==> src/rtl/div_pkg.sv <==
// Shared types and helpers for the sequential signed divider.
package div_pkg;

    typedef enum logic [1:0] {
        StIdle = 2'd0,
        StRun  = 2'd1,
        StFix  = 2'd2,
        StDone = 2'd3
    } div_state_e;

    localparam int unsigned AbsW = 64;

    // Caller sign-extends to AbsW and keeps the low nb bits, so -2^(nb-1) maps to 2^(nb-1).
    function automatic logic [AbsW-1:0] abs_nb(input logic [AbsW-1:0] x);
        return x[AbsW-1] ? (~x + 64'd1) : x;
    endfunction

endpackage

==> src/rtl/seq_divider.sv <==
// Signed restoring divider, one quotient bit per clock, start/ready handshake.
// Results truncate toward zero; remainder takes the sign of the dividend.
module seq_divider
    import div_pkg::*;
#(
    parameter  int unsigned nb       = 15,
    localparam int unsigned req_bits = $clog2(nb)
) (
    input  logic                 clk,
    input  logic                 rst_n,
    input  logic                 start,
    input  logic signed [nb-1:0] A,
    input  logic signed [nb-1:0] B,
    output logic signed [nb-1:0] Quotient,
    output logic signed [nb-1:0] Remainder,
    output logic                 ready,
    output logic                 div_by_zero
);

    localparam int unsigned CntW = req_bits + 1;

    div_state_e      state_q;
    logic [CntW-1:0] cnt_q;
    // Partial remainder is always below |B| <= 2^(nb-1), so nb bits hold it.
    logic [nb-1:0]   rem_q;
    logic [nb-1:0]   q_q;
    logic [nb-1:0]   b_abs_q;
    logic            qsign_q;
    logic            rsign_q;
    logic            bzero_q;

    logic [nb-1:0]   a_abs;
    logic [nb-1:0]   b_abs;
    logic [nb:0]     rem_shift;
    logic [nb:0]     trial;
    logic [nb-1:0]   q_neg;
    logic [nb-1:0]   rem_neg;

    always_comb begin
        a_abs     = nb'(abs_nb(AbsW'(A)));
        b_abs     = nb'(abs_nb(AbsW'(B)));
        rem_shift = {rem_q, q_q[nb-1]};
        trial     = rem_shift - {1'b0, b_abs_q};
        q_neg     = ~q_q + 1'b1;
        rem_neg   = ~rem_q + 1'b1;
    end

    always_ff @(posedge clk or negedge rst_n) begin
        if (!rst_n) begin
            state_q     <= StIdle;
            cnt_q       <= '0;
            rem_q       <= '0;
            q_q         <= '0;
            b_abs_q     <= '0;
            qsign_q     <= 1'b0;
            rsign_q     <= 1'b0;
            bzero_q     <= 1'b0;
            Quotient    <= '0;
            Remainder   <= '0;
            ready       <= 1'b0;
            div_by_zero <= 1'b0;
        end else if (start) begin
            state_q     <= (b_abs == '0) ? StFix : StRun;
            cnt_q       <= '0;
            rem_q       <= '0;
            q_q         <= a_abs;
            b_abs_q     <= b_abs;
            qsign_q     <= A[nb-1] ^ B[nb-1];
            rsign_q     <= A[nb-1];
            bzero_q     <= (b_abs == '0);
            ready       <= 1'b0;
            div_by_zero <= 1'b0;
        end else begin
            unique case (state_q)
                StIdle, StDone: begin
                end
                StRun: begin
                    if (!trial[nb]) begin
                        rem_q <= trial[nb-1:0];
                        q_q   <= {q_q[nb-2:0], 1'b1};
                    end else begin
                        rem_q <= rem_shift[nb-1:0];
                        q_q   <= {q_q[nb-2:0], 1'b0};
                    end
                    cnt_q <= cnt_q + 1'b1;
                    if (cnt_q == CntW'(nb - 1)) begin
                        state_q <= StFix;
                    end
                end
                StFix: begin
                    // With B==0 the dividend magnitude is still in q, so re-signing it yields A.
                    if (bzero_q) begin
                        Quotient  <= '1;
                        Remainder <= rsign_q ? q_neg : q_q;
                    end else begin
                        Quotient  <= qsign_q ? q_neg : q_q;
                        Remainder <= rsign_q ? rem_neg : rem_q;
                    end
                    div_by_zero <= bzero_q;
                    ready       <= 1'b1;
                    state_q     <= StDone;
                end
            endcase
        end
    end

endmodule
==> config.mk <==
export PLATFORM = sky130hd
export DESIGN_NAME = seq_divider
export DESIGN_NICKNAME = d
export VERILOG_FILES = /design/src/rtl/div_pkg.sv /design/src/rtl/seq_divider.sv
export SDC_FILE = /design/constraint.sdc
export NUM_CORES = 1
export LEC_CHECK = 0
export CORE_MARGIN = 1.5
export CORE_UTILIZATION = 43
export DETAILED_ROUTE_END_ITERATION = 8
export PLACE_DENSITY = 0.75
export SLEW_MARGIN = 30
export SYNTH_ARGS = -nofsm -noshare
export SYNTH_HDL_FRONTEND = slang
export SYNTH_SLANG_ARGS = --single-unit
==> constraint.sdc <==
create_clock -name clk -period 2.45 [get_ports clk]
set_input_delay 0.3675 -clock clk [delete_from_list [all_inputs] [get_ports clk]]
set_output_delay 0.3675 -clock clk [all_outputs]
set_load 0.1 [all_outputs]
==> results of run 1 <==
## worst max path at each step
| stage | start | end | depth (start not counted) |
|---|---|---|---|
| 2_1_floorplan | rem_q[8]$_DFFE_PN0P_ | rem_q[10]$_DFFE_PN0P_ | 9 |
| 3_3_place_gp | B[1] | bzero_q$_DFFE_PN0P_ | 8 |
| 3_5_place_dp | B[1] | state_q[1]$_DFFE_PN0P_ | 8 |
| 4_1_cts | rem_q[7]$_DFFE_PN0P_ | Remainder[14]$_DFFE_PN0P_ | 6 |
| 5_1_grt | rem_q[6]$_DFFE_PN0P_ | Remainder[14]$_DFFE_PN0P_ | 6 |
| 6_report | rem_q[7]$_DFFE_PN0P_ | Remainder[14]$_DFFE_PN0P_ | 6 |
## registers in the layout (all words and copies together) (netlist names)
register     cells
Quotient        15
Remainder       15
b_abs_q         15
bzero_q          1
cnt_q            5
div_by_zero      1
q_q             15
qsign_q          1
ready            1
rem_q           15
rsign_q          1
state_q          2
## critical path: stages, from the launching register on
cell and delay [ns]:
dfrtp_1 0.42, or4_4 0.55, or3_4 0.34, or3_4 0.37, o41ai_4 0.32, xor2_1 0.23, o221ai_1 0.13
## per-layer routing
| metal | GRT usage [%] | vias to the layer above | wire, um |
|---|---|---|---|
| met5 | 0 | - | 0 |
| met4 | 7.79 | 0 | 324 |
| met3 | 3.00 | 27 | 603 |
| met2 | 34.1 | 131 | 7210 |
| met1 | 28.7 | 2575 | 6940 |
| li1 | - | 2742 | - |
## metrics by stage
step | hold WS, ns | std cells | worst slack, ns | setup TNS [ns]
finish | 0.404 | 1020 | -0.0477 | -0.0791
global route | 0.421 | 1020 | -0.126 | -1.40
CTS | 0.389 | 1015 | -0.0520 | -0.0906
detailed placement | 0.374 | 997 | -0.473 | -1.70
global placement | 0.366 | 997 | -0.375 | -1.24
floorplan | 0.0719 | 692 | 0.0251 | 0
## layout by cell type, fill, tap and decap left out, types with 4 or more instances in the layout
master / n
or3_1: 7
a211oi_1: 5
o211ai_1: 4
o31ai_2: 4
mux2i_1: 29
xnor2_1: 45
dfrtp_1: 84
xor2_1: 29
o21ai_0: 67
clkbuf_16: 9
buf_4: 137
nand3_1: 5
nor3_1: 8
nor2b_1: 9
a21oi_1: 52
mux2_2: 6
o21ai_1: 4
nor2_1: 46
o31ai_1: 11
o22a_1: 13
inv_1: 32
or3_4: 5
ha_1: 21
nand2_1: 76
clkdlybuf4s50_1: 28
nand2b_1: 13
and3_1: 6
o22ai_1: 4
## timing repair
| item | CTS | global route |
|---|---|---|
| hold buffers | 1 | 0 |
| endpoints found under the setup margin | 19 | 27 |
| gates resized for setup | 5 | 25 |
| hold endpoints to repair | 6 | 0 |
| pin swaps | 2 | 8 |
| buffers inserted | 1 | 5 |
## cell families after synthesis
| logic type | Yosys count |
|---|---|
| XOR/XNOR | 74 |
| AO/OA/AOI/OAI | 199 |
| buffers and inverters | 72 |
| AND/OR/NAND/NOR | 201 |
| flip-flops | 87 |
| adder cells (fa/ha/maj) | 22 |
| multiplexers | 37 |
## power groups by stage
stage                     Sequential, uW  Clock, uW  Combinational (uW)
after floorplan                     3250          0                1460
final                               1970       1420                3910
after CTS                           1970       1430                3880
after detailed placement            2000          0                3830
after global routing                2010       1490                4180
after global placement              1980          0                3780
## cell type report
class	instances	area (um^2)
Multi-Input combinational cell	533	3700
Clock buffer	9	225
Sequential cell	87	2180
Inverter	32	120
Fill cell	1195	5900
Tap cell	180	225
Clock inverter	7	80.1
Timing Repair Buffer	172	1390
## cell usage after synthesis (all sizes together) (5+ instances only)
| master | count | area (um^2) |
|---|---|---|
| a211oi | 5 | 37.5 |
| a21oi | 53 | 265 |
| and3 | 6 | 37.5 |
| buf | 6 | 31.3 |
| clkbuf | 33 | 138 |
| dfrtp | 87 | 2180 |
| ha | 21 | 263 |
| inv | 32 | 120 |
| mux2 | 7 | 78.8 |
| mux2i | 29 | 290 |
| nand2 | 76 | 285 |
| nand2b | 13 | 81.3 |
| nand3 | 6 | 35.0 |
| nor2 | 47 | 179 |
| nor2b | 10 | 62.6 |
| nor3 | 10 | 55.1 |
| o21ai | 72 | 360 |
| o22a | 13 | 114 |
| o31ai | 18 | 168 |
| or3 | 13 | 97.6 |
| xnor2 | 45 | 394 |
| xor2 | 29 | 254 |
==> impl_metrics.py, run 1 <==
metrics = {
    "clock_network": {
        "tritoncts": "built",
        "root_buffer": "clkbuf_16",
        "clk_latency_ns": 0.35,
        "cts_made_buffers": 9,
        "cts_buffer_depth": 2,
        "cts.sinks": 87,
        "htree_levels": 3,
        "path_clk_slew_ns": 0.07,
    },
    "logic_synthesis": {
        "synth-xor-area-share_pct": 10.7,
        "synth_edf_count": 0,
        "yosysSeqAreaShare_pct": 35.9,
        "syn-cell-area_um2": 6070,
        "synth_compound_area_share_pct": 20.9,
        "synth_top_family_by_area": "compound AO/OA/AOI/OAI gates",
        "synthAdderAreaFrac_pct": 4.66,
        "synth_cell_types": 69,
        "synthMuxAreaShare_pct": 6.45,
        "yosys_most_used_dff": "dfrtp_1",
        "yosysWarningCount": 0,
        "synth-simple-area-share_pct": 16.4,
        "ys_ff_latch": 87,
        "syn-num-nets": 747,
        "avgSynthCellArea_um2": 8.77,
        "netlist_instances": 692,
        "async_flop_share_pct": 100,
    },
    "setup_path": {
        "rrSetupSlack_ns": -0.05,
        "rr_endpoint": "Remainder[14]$_DFFE_PN0P_",
        "critPathMaxFanout": 3,
        "crit_arrival_ns": 2.72,
        "reg2reg_from": "rem_q[7]$_DFFE_PN0P_",
        "crit_type": "register to register",
        "r2r_cells": 6,
        "required_ns": 2.67,
        "end_kind": "register",
        "worstSetupStartpointType": "register",
    },
    "placed_design": {
        "place.gp.congestion": 0.849,
        "dpl-instance-area_um2": 7440,
        "portBuffers": 64,
        "hpwl_um": 11300,
    },
    "layout": {
        "nNetsFinal": 890,
        "drive_above_1_share_pct": 23.8,
        "utilization_pct": 57.3,
        "stdcell_area_um2": 7930,
        "area_delta_synth_final_pct": 30.6,
        "antenna_cells": 0,
    },
    "grt": {
        "grt_pass1_wl_um": 24800,
        "grt_antenna_before_repair": 0,
        "grt_start_max_net_pins": 51,
        "grt_pass1_vias": 5187,
        "grt_remaining_overflow": 0,
        "grt_usage_pct": 21.1,
    },
    "sta": {
        "fin_skew_ns": 0.00802,
        "max_freq_ghz": 0.400,
        "tightest_slew_ns": 0.644,
        "drv_slew": 0,
        "setup_slack_ns": -0.0477,
        "setup_viol_count_final": 2,
        "slew_headroom_pct": 57.1,
        "hold_viol_final": 0,
        "fin_crit_ns": 2.50,
        "period_share_pct": 102,
        "rsz0062_at_grt": "true",
    },
    "outcome": {
        "outcome": "complete, but fails checks",
        "violations": "negative setup slack",
    },
    "drt": {
        "drt_pass1_iterations": 5,
        "final_antenna_net_count": 0,
        "viasPerCell": 5.37,
        "wirelength_um": 15100,
        "drcViolationCount": 0,
        "vias": 5475,
        "wl_per_cell_um": 14.8,
        "first_iter_violations": 364,
    },
    "power": {
        "total_power_uw": 7300,
        "p_per_area_nw_per_um2": 921,
        "pwr-share-seq_pct": 27.0,
        "p_int_uw": 3920,
        "switchingPower_uw": 3380,
        "power_frac_comb_pct": 53.6,
        "clkPwrFrac_pct": 19.4,
        "ir_drop_mv": 0.631,
        "sw_frac_of_total_pct": 46.3,
        "cellLeakagePower_uw": 0.00360,
    },
    "floorplan": {
        "ioPinCount": 65,
        "die_w_um": 122,
        "start_util_pct": 43.9,
        "core.rowCount": 43,
        "core-area_um2": 13800,
        "die_area_um2": 14800,
        "die_h_um": 122,
    },
    "min_path": {
        "worstHoldPathType": "primary input to register",
        "worstHoldPathCells": 3,
        "min_to": "q_q[12]$_DFFE_PN0P_",
        "hp-start": "start",
    },
    "run": {
        "max-cap-violations": 0,
    },
}
Power figures use the tool's default switching activity.
==> inputs of run 2 (changes only) <==
--- a/config.mk
+++ b/config.mk
@@ -6,9 +6,9 @@
 export NUM_CORES = 1
 export LEC_CHECK = 0
 export CORE_MARGIN = 1.5
-export CORE_UTILIZATION = 43
+export CORE_UTILIZATION = 52
 export DETAILED_ROUTE_END_ITERATION = 8
-export PLACE_DENSITY = 0.75
+export PLACE_DENSITY = 0.86
 export SLEW_MARGIN = 30
 export SYNTH_ARGS = -nofsm -noshare
 export SYNTH_HDL_FRONTEND = slang
==> impl_metrics.py, run 2 (synthesis results as in run 1) <==
metrics = {
    "clock_network": {
        "root_buffer": "clkbuf_16",
        "cts_buffer_depth": 2,
        "clk_latency_ns": 0.35,
        "path_clk_slew_ns": 0.06,
        "tritoncts": "built",
        "htree_levels": 3,
        "cts.sinks": 87,
        "cts_made_buffers": 9,
    },
    "grt": {
        "grt_pass1_wl_um": 27300,
        "grt_usage_pct": 27.0,
        "grt_start_max_net_pins": 53,
        "grt_pass1_vias": 5717,
        "grt_antenna_before_repair": 0,
        "grt_remaining_overflow": 0,
    },
    "layout": {
        "nNetsFinal": 890,
        "antenna_cells": 0,
        "area_delta_synth_final_pct": 32.0,
        "layout_common_cells": "buf_4 (135), dfrtp_1 (84), nand2_1 (76)",
        "layout_commonest_cell": "buf_4",
        "utilization_pct": 70.2,
        "drive_above_1_share_pct": 24.6,
    },
    "setup_path": {
        "reg2reg_from": "rem_q[0]$_DFFE_PN0P_",
        "rr_endpoint": "rem_q[1]$_DFFE_PN0P_",
        "r2r_cells": 8,
        "required_ns": 2.71,
        "worstSetupStartpointType": "register",
        "rrSetupSlack_ns": -0.05,
        "critPathMaxFanout": 5,
        "end_kind": "register",
        "crit_type": "register to register",
        "crit_arrival_ns": 2.76,
    },
    "power": {
        "p_int_uw": 4200,
        "sw_frac_of_total_pct": 45.2,
        "cellLeakagePower_uw": 0.00361,
        "p_per_area_nw_per_um2": 958,
        "pwr-share-seq_pct": 25.8,
        "clkPwrFrac_pct": 21.1,
        "switchingPower_uw": 3470,
        "ir_drop_mv": 1.02,
        "total_power_uw": 7680,
        "power_frac_comb_pct": 53.0,
    },
    "sta": {
        "max_freq_ghz": 0.400,
        "period_share_pct": 102,
        "fin_crit_ns": 2.50,
        "slew_headroom_pct": 55.7,
        "rsz0062_at_grt": "true",
        "drv_slew": 0,
        "fin_skew_ns": 0.00770,
        "tightest_slew_ns": 0.647,
        "setup_slack_ns": -0.0525,
        "worst_hold_slack_ns": 0.395,
        "hold_viol_final": 0,
        "setup_viol_count_final": 3,
    },
    "placed_design": {
        "place.gp.congestion": 0.954,
        "portBuffers": 64,
        "hpwl_um": 12100,
    },
    "drt": {
        "drt_pass1_iterations": 5,
        "viasPerCell": 5.85,
        "final_antenna_net_count": 0,
        "wl_per_cell_um": 17.2,
        "drcViolationCount": 0,
        "vias": 5751,
        "wirelength_um": 17000,
        "first_iter_violations": 519,
    },
    "run": {
        "max-cap-violations": 0,
    },
    "outcome": {
        "violations": "negative setup slack",
        "outcome": "complete, but fails checks",
    },
    "min_path": {
        "worstHoldPathType": "primary input to register",
        "hp-start": "start",
        "worstHoldPathCells": 2,
        "min_to": "div_by_zero$_DFFE_PN0P_",
    },
    "floorplan": {
        "core.rowCount": 39,
        "die_w_um": 111,
        "core-area_um2": 11400,
        "die_area_um2": 12300,
        "ioPinCount": 65,
        "die_h_um": 111,
        "start_util_pct": 53.2,
    },
}
[run 2: per-stage QoR]
step           instances  instance area (um^2)  TNS (ns)  setup WS, ns
3_3_place_gp         955                  7360    -0.799        -0.295
3_5_place_dp         955                  7360     -1.95        -0.443
6_report             983                  8020    -0.136       -0.0525
5_1_grt              983                  8020    -0.700       -0.0983
2_1_floorplan        692                  6070         0        0.0251
4_1_cts              979                  7870   -0.0767       -0.0404
[run 2: worst max-delay path by stage]
stage	endpoint	startpoint	slack (ns)	cells past startpoint
2_1_floorplan	rem_q[10]$_DFFE_PN0P_	rem_q[8]$_DFFE_PN0P_	0.03	9
3_3_place_gp	bzero_q$_DFFE_PN0P_	B[6]	-0.30	8
3_5_place_dp	state_q[1]$_DFFE_PN0P_	B[0]	-0.44	10
4_1_cts	Remainder[14]$_DFFE_PN0P_	rem_q[7]$_DFFE_PN0P_	-0.04	6
5_1_grt	Remainder[14]$_DFFE_PN0P_	rem_q[7]$_DFFE_PN0P_	-0.1	6
6_report	rem_q[1]$_DFFE_PN0P_	rem_q[0]$_DFFE_PN0P_	-0.05	8
[run 2: power by group through the flow]
stage                     Combinational [uW]  Clock [uW]  Sequential (uW)
after floorplan                         1460           0             3250
after global placement                  3730           0             1970
after detailed placement                3830           0             1990
after CTS                               3940        1630             1970
after global routing                    4300        1700             2010
final                                   4070        1620             1980
[run 2: routing by layer]
| metal | global-route usage (%) | vias up | wire (um) |
|---|---|---|---|
| met5 | 0 | - | 0 |
| met4 | 8.95 | 0 | 358 |
| met2 | 46.0 | 215 | 8450 |
| li1 | - | 2732 | - |
| met3 | 4.76 | 30 | 991 |
| met1 | 35.0 | 2774 | 7150 |
[run 2: worst max-delay path: stages (launching register included)]
cell      delay (ns)
dfrtp_1         0.44
ha_1            0.30
nand2b_1        0.09
a21o_1          0.20
a31o_2          0.24
or4_4           0.44
nand3_4         0.17
mux2_4          0.34
o22ai_4         0.19
[run 2: timing repair]
| action | in CTS | in global routing |
|---|---|---|
| pin swaps | 7 | 12 |
| endpoints found under the hold margin | 15 | 0 |
| buffers inserted | 7 | 4 |
| setup endpoints to repair | 23 | 29 |
| gates resized for setup | 21 | 23 |
| hold buffers | 1 | 0 |
[run 2: cell type report]
cell class              instances  area (um^2)
multi-input cells             533         3790
inverters                      32          120
clock inverters                 6          116
well taps                     143          179
flip-flops and latches         87         2180
clock buffers                  10          239
repair buffers                172         1390
fillers                       823         3400
==> inputs of run 3 (changes only) <==
--- a/config.mk
+++ b/config.mk
@@ -7,7 +7,9 @@
 export LEC_CHECK = 0
 export CORE_MARGIN = 1.5
 export CORE_UTILIZATION = 52
+export CTS_CLUSTER_DIAMETER = 80
 export DETAILED_ROUTE_END_ITERATION = 8
+export HOLD_SLACK_MARGIN = 0.03
 export PLACE_DENSITY = 0.86
 export SLEW_MARGIN = 30
 export SYNTH_ARGS = -nofsm -noshare
==> constraint.sdc (replaced) <==
create_clock -name clk -period 2.25 [get_ports clk]
set_input_delay 0.3375 -clock clk [delete_from_list [all_inputs] [get_ports clk]]
set_output_delay 0.3375 -clock clk [all_outputs]
set_load 0.1 [all_outputs]
==> impl_metrics.py, run 3 (synthesis results as in run 1) <==
metrics = {
    "outcome": {
        "outcome": "complete, but fails checks",
        "violations": "negative setup slack",
    },
    "clock_network": {
        "cts.sinks": 87,
        "path_clk_slew_ns": 0.08,
        "cts_buffer_depth": 2,
        "clk_latency_ns": 0.36,
        "tritoncts": "built",
        "htree_levels": 3,
        "root_buffer": "clkbuf_16",
        "cts_made_buffers": 9,
    },
    "grt": {
        "grt_antenna_before_repair": 0,
        "grt_pass1_wl_um": 36300,
        "grt_remaining_overflow": 0,
        "grt_usage_pct": 37.3,
        "grt_pass1_vias": 6960,
        "grt_start_max_net_pins": 53,
    },
    "sta": {
        "period_share_pct": 128,
        "setup_tns_ns": -10.03,
        "rsz0062_at_grt": "true",
        "slew_headroom_pct": 24.7,
        "worst_hold_slack_ns": 0.475,
        "setup_slack_ns": -0.640,
        "fin_skew_ns": 0.0197,
        "max_freq_ghz": 0.346,
        "fin_crit_ns": 2.89,
        "hold_viol_final": 0,
        "tightest_slew_ns": 1.13,
        "drv_slew": 0,
        "setup_viol_count_final": 40,
    },
    "setup_path": {
        "crit_arrival_ns": 3.12,
        "required_ns": 2.48,
        "end_kind": "register",
        "rr_endpoint": "rem_q[8]$_DFFE_PN0P_",
        "rrSetupSlack_ns": -0.64,
        "crit_start": "rem_q[0]$_DFFE_PN0P_",
        "r2r_cells": 11,
        "worstSetupStartpointType": "register",
        "critPathCapture": "rem_q[8]$_DFFE_PN0P_",
        "crit_type": "register to register",
        "critPathMaxFanout": 4,
        "reg2reg_from": "rem_q[0]$_DFFE_PN0P_",
    },
    "drt": {
        "wirelength_um": 27900,
        "final_antenna_net_count": 0,
        "first_iter_violations": 1290,
        "drcViolationCount": 0,
        "drt_pass1_iterations": 7,
        "viasPerCell": 7.11,
        "wl_per_cell_um": 27.0,
        "vias": 7360,
    },
    "min_path": {
        "worstHoldPathType": "primary input to async pin",
    },
    "layout": {
        "antenna_cells": 0,
        "area_delta_synth_final_pct": 45.8,
        "fillCellCount": 632,
        "ff_latch_area_um2": 2180,
        "layout_common_cells": "buf_4 (179), dfrtp_1 (83), nand2_1 (70)",
        "nNetsFinal": 943,
        "multiInputGateArea_um2": 4210,
        "drive_above_1_share_pct": 35.4,
        "layout_commonest_cell": "buf_4",
    },
    "power": {
        "p_per_area_nw_per_um2": 1070,
        "cellLeakagePower_uw": 0.00402,
        "ir_drop_mv": 1.40,
        "total_power_uw": 9480,
    },
    "floorplan": {
        "core.rowCount": 39,
        "ioPinCount": 65,
        "start_util_pct": 53.2,
        "die_area_um2": 12300,
        "core-area_um2": 11400,
        "die_h_um": 111,
        "die_w_um": 111,
    },
    "run": {
        "max-cap-violations": 0,
    },
    "placed_design": {
        "place.gp.congestion": 0.918,
        "hpwl_um": 12600,
        "portBuffers": 64,
    },
}
-- run 3: changes by cell type in the layout (fill, tap and decap cells not counted), sizes merged --
| cell | previous run | this run |
|---|---|---|
| buf | 141 | 193 |
| clkbuf | 10 | 11 |
| clkdlybuf4s15 | 0 | 3 |
| clkdlybuf4s50 | 28 | 18 |
| clkinv | 2 | 1 |
| dlygate4sd2 | 2 | 1 |
| dlymetal6s2s | 0 | 6 |
| inv | 33 | 34 |
| nand3 | 6 | 7 |
-- run 3: routing by layer --
layer  GRT usage [%]  vias to the layer above  part of all wire (%)
met5               0                        -                     0
met4            27.4                        0                    10
met3            7.05                      327                    14
met2            60.4                      821                    44
met1            44.3                     3378                    32
li1                -                     2834                     -
-- run 3: area by class of cell --
class,count,area share (%)
multi-input cells,534,47.6
flip-flops and latches,87,24.7
repair buffers,224,20.5
clock buffers,9,2.54
well taps,143,2.02
inverters,32,1.36
clock inverters,6,1.31
-- run 3: timing repair --
action / in CTS / in global routing
hold buffers: 1 / 0
endpoints found under the hold margin: 31 / 0
gates cloned: 1 / 0
endpoints found under the setup margin: 31 / 40
pin swaps: 27 / 43
buffers inserted: 23 / 12
gates resized for setup: 57 / 82
-- run 3: worst min path at each step --
stage	slack, ns	to	start
global placement	0.29	q_q[11]$_DFFE_PN0P_	rst_n
detailed placement	0.31	q_q[6]$_DFFE_PN0P_	rst_n
finish	0.48	q_q[10]$_DFFE_PN0P_	rst_n
global route	0.48	q_q[10]$_DFFE_PN0P_	start
CTS	0.31	q_q[10]$_DFFE_PN0P_	start
floorplan	0.04	Quotient[0]$_DFFE_PN0P_	rst_n
-- run 3: stage by stage --
| stage | utilization, % | setup slack (ns) | cells | instance area [um^2] |
|---|---|---|---|---|
| global route | 77.5 | -0.709 | 1035 | 8850 |
| floorplan | - | -0.0771 | 692 | 6250 |
| finish | 77.5 | -0.640 | 1035 | 8850 |
| CTS | 74.2 | -0.266 | 1025 | 8470 |
| global placement | 67.8 | -0.433 | 985 | 7740 |
| detailed placement | 67.8 | -0.595 | 985 | 7740 |
-- run 3: worst max-delay path, stage by stage (launching register included) --
cell      delay [ns]
dfrtp_1         0.45
buf_4           0.19
inv_1           0.07
fa_1            0.44
nand2b_1        0.25
a21oi_2         0.25
buf_4           0.16
nor2b_1         0.07
o21ai_0         0.31
xor2_1          0.19
mux2i_1         0.10
a21oi_1         0.28
-- run 3: report_power, final --
group,internal (uW),leakage [uW],switching [uW]
registers,1890,0.00106,363
clock network,1090,0.000166,723
logic,1890,0.00280,3520
==> edit (flow settings as in run 3) <==
Re-encode `div_state_e` (4 states) as Gray code, 2 bits wide.
--- a/src/rtl/div_pkg.sv
+++ b/src/rtl/div_pkg.sv
@@ -2,10 +2,10 @@
 package div_pkg;
 
     typedef enum logic [1:0] {
-        StIdle = 2'd0,
-        StRun  = 2'd1,
-        StFix  = 2'd2,
-        StDone = 2'd3
+        StIdle = 2'b00,
+        StRun  = 2'b01,
+        StFix  = 2'b11,
+        StDone = 2'b10
     } div_state_e;
 
     localparam int unsigned AbsW = 64;
Behaviour: no difference found for any inputs over 10 cycles, from zero or initial values and one cycle with rst_n low; not proved beyond that.
==> edit against run 3 <==
- the run still ends with setup timing left
- global-route usage down 9.2 points
- area after synthesis down 1.1%
- fmax up 20%
- wire length down 38%
- final area down 6.4%
- sequential cell count unchanged
- total power down 11%
- worst setup slack better by 480 ps
- critical endpoint is now rem_q[3]
- largest cell class unchanged
==> edit: results (changes against run 3) <==
| Metric | Value |
|---|---|
| Status | `finished, violations left (unchanged)` |
| Failing checks | `setup timing (unchanged)` |
| Post-Synth XOR/XNOR Area | `0.108 (was 0.107)` |
| Post-synthesis mux area share | `0.0627 (was 0.0645)` |
| Largest net degree at the start of global routing | `45 (was 53)` |
| All-layer global routing usage | `0.281 (was 0.373)` |
| Register area share after synthesis | `0.362 (was 0.359)` |
| Setup slack at placement | `-801 ps (was -595 ps)` |
| Power Density | `1020 mW/mm^2 (was 1070 mW/mm^2)` |
| P_clk | `1.62 mW (was 1.81 mW)` |
| Area occupied by multi-input gates | `0.00390 sq mm (was 0.00421 sq mm)` |
| Final worst slack | `-163 ps (was -640 ps)` |
| Filler cells | `805 (was 632)` |
| Dpl hpwl | `12.4 mm (was 12.6 mm)` |
| Actual slew at the worst max-slew pin | `625 ps (was 1130 ps)` |
| Wl on met1 | `7.33 mm (was 8.97 mm)` |
| Post-Synth Adder-Cell Area | `0.0471 (was 0.0466)` |
| Post-route setup TNS | `-1980 ps (was -10030 ps)` |
| Share of cells above drive strength 1 | `0.274 (was 0.354)` |
| CP max-delay cell | `or4_4 (was dfrtp_1)` |
| Combinational fraction of design power | `0.566 (was 0.571)` |
| Worst reg2reg endpoint | `rem_q[3] (was rem_q[8])` |
| Area post-placement | `0.00764 sq mm (was 0.00774 sq mm)` |
| Post-CTS sizing | `33 (was 57)` |
| Postcts setup bufs | `10 (was 23)` |
| First-pass GRT wire length | `28.1 mm (was 36.3 mm)` |
| Static Leak | `3.82 nW (was 4.02 nW)` |
| Met2 wire length | `8.44 mm (was 12.3 mm)` |
| Yosys cell types | `53 (was 69)` |
| Hold Crit Class | `in2reg (was in2async)` |
| Initial drt markers | `435 (was 1290)` |
| GP Congestion | `0.936 (was 0.918)` |
| Placed Instances | `996 (was 985)` |
| Crit path launch | `rem_q[1] (was rem_q[0])` |
| # setup viols final | `19 (was 40)` |
| DRT Wirelength | `17.3 mm (was 27.9 mm)` |
| Final #Nets | `934 (was 943)` |
| Worst reg2reg path depth | `9 (was 11)` |
| Met3 wire len | `1.03 mm (was 3.79 mm)` |
edit: cell families after synthesis:
family                     Yosys count
adders and majority gates           22
AOI/OAI and AO/OA                  208
muxes                               36
DFF                                 87
buffers and inverters               80
xor gates and xnor gates            74
and+or+nand+nor                    217
edit: cell type report:
type | instances | share of cell area
multi-input cells | 557 | 0.471
flip-flops and latches | 87 | 0.264
repair buffers | 189 | 0.186
clock buffers | 9 | 0.0272
well taps | 143 | 0.0216
inverters | 35 | 0.0183
clock inverters | 7 | 0.0118
edit: worst max path at each step:
| stage | to | slack, ps | depth (start not counted) |
|---|---|---|---|
| 4_1_cts | rem_q[3] | -110 | 9 |
| 5_1_grt | rem_q[3] | -230 | 10 |
| 6_report | rem_q[3] | -160 | 9 |
| 2_1_floorplan | state_q[1] | -130 | 10 |
| 3_3_place_gp | state_q[1] | -760 | 10 |
| 3_5_place_dp | state_q[1] | -800 | 10 |
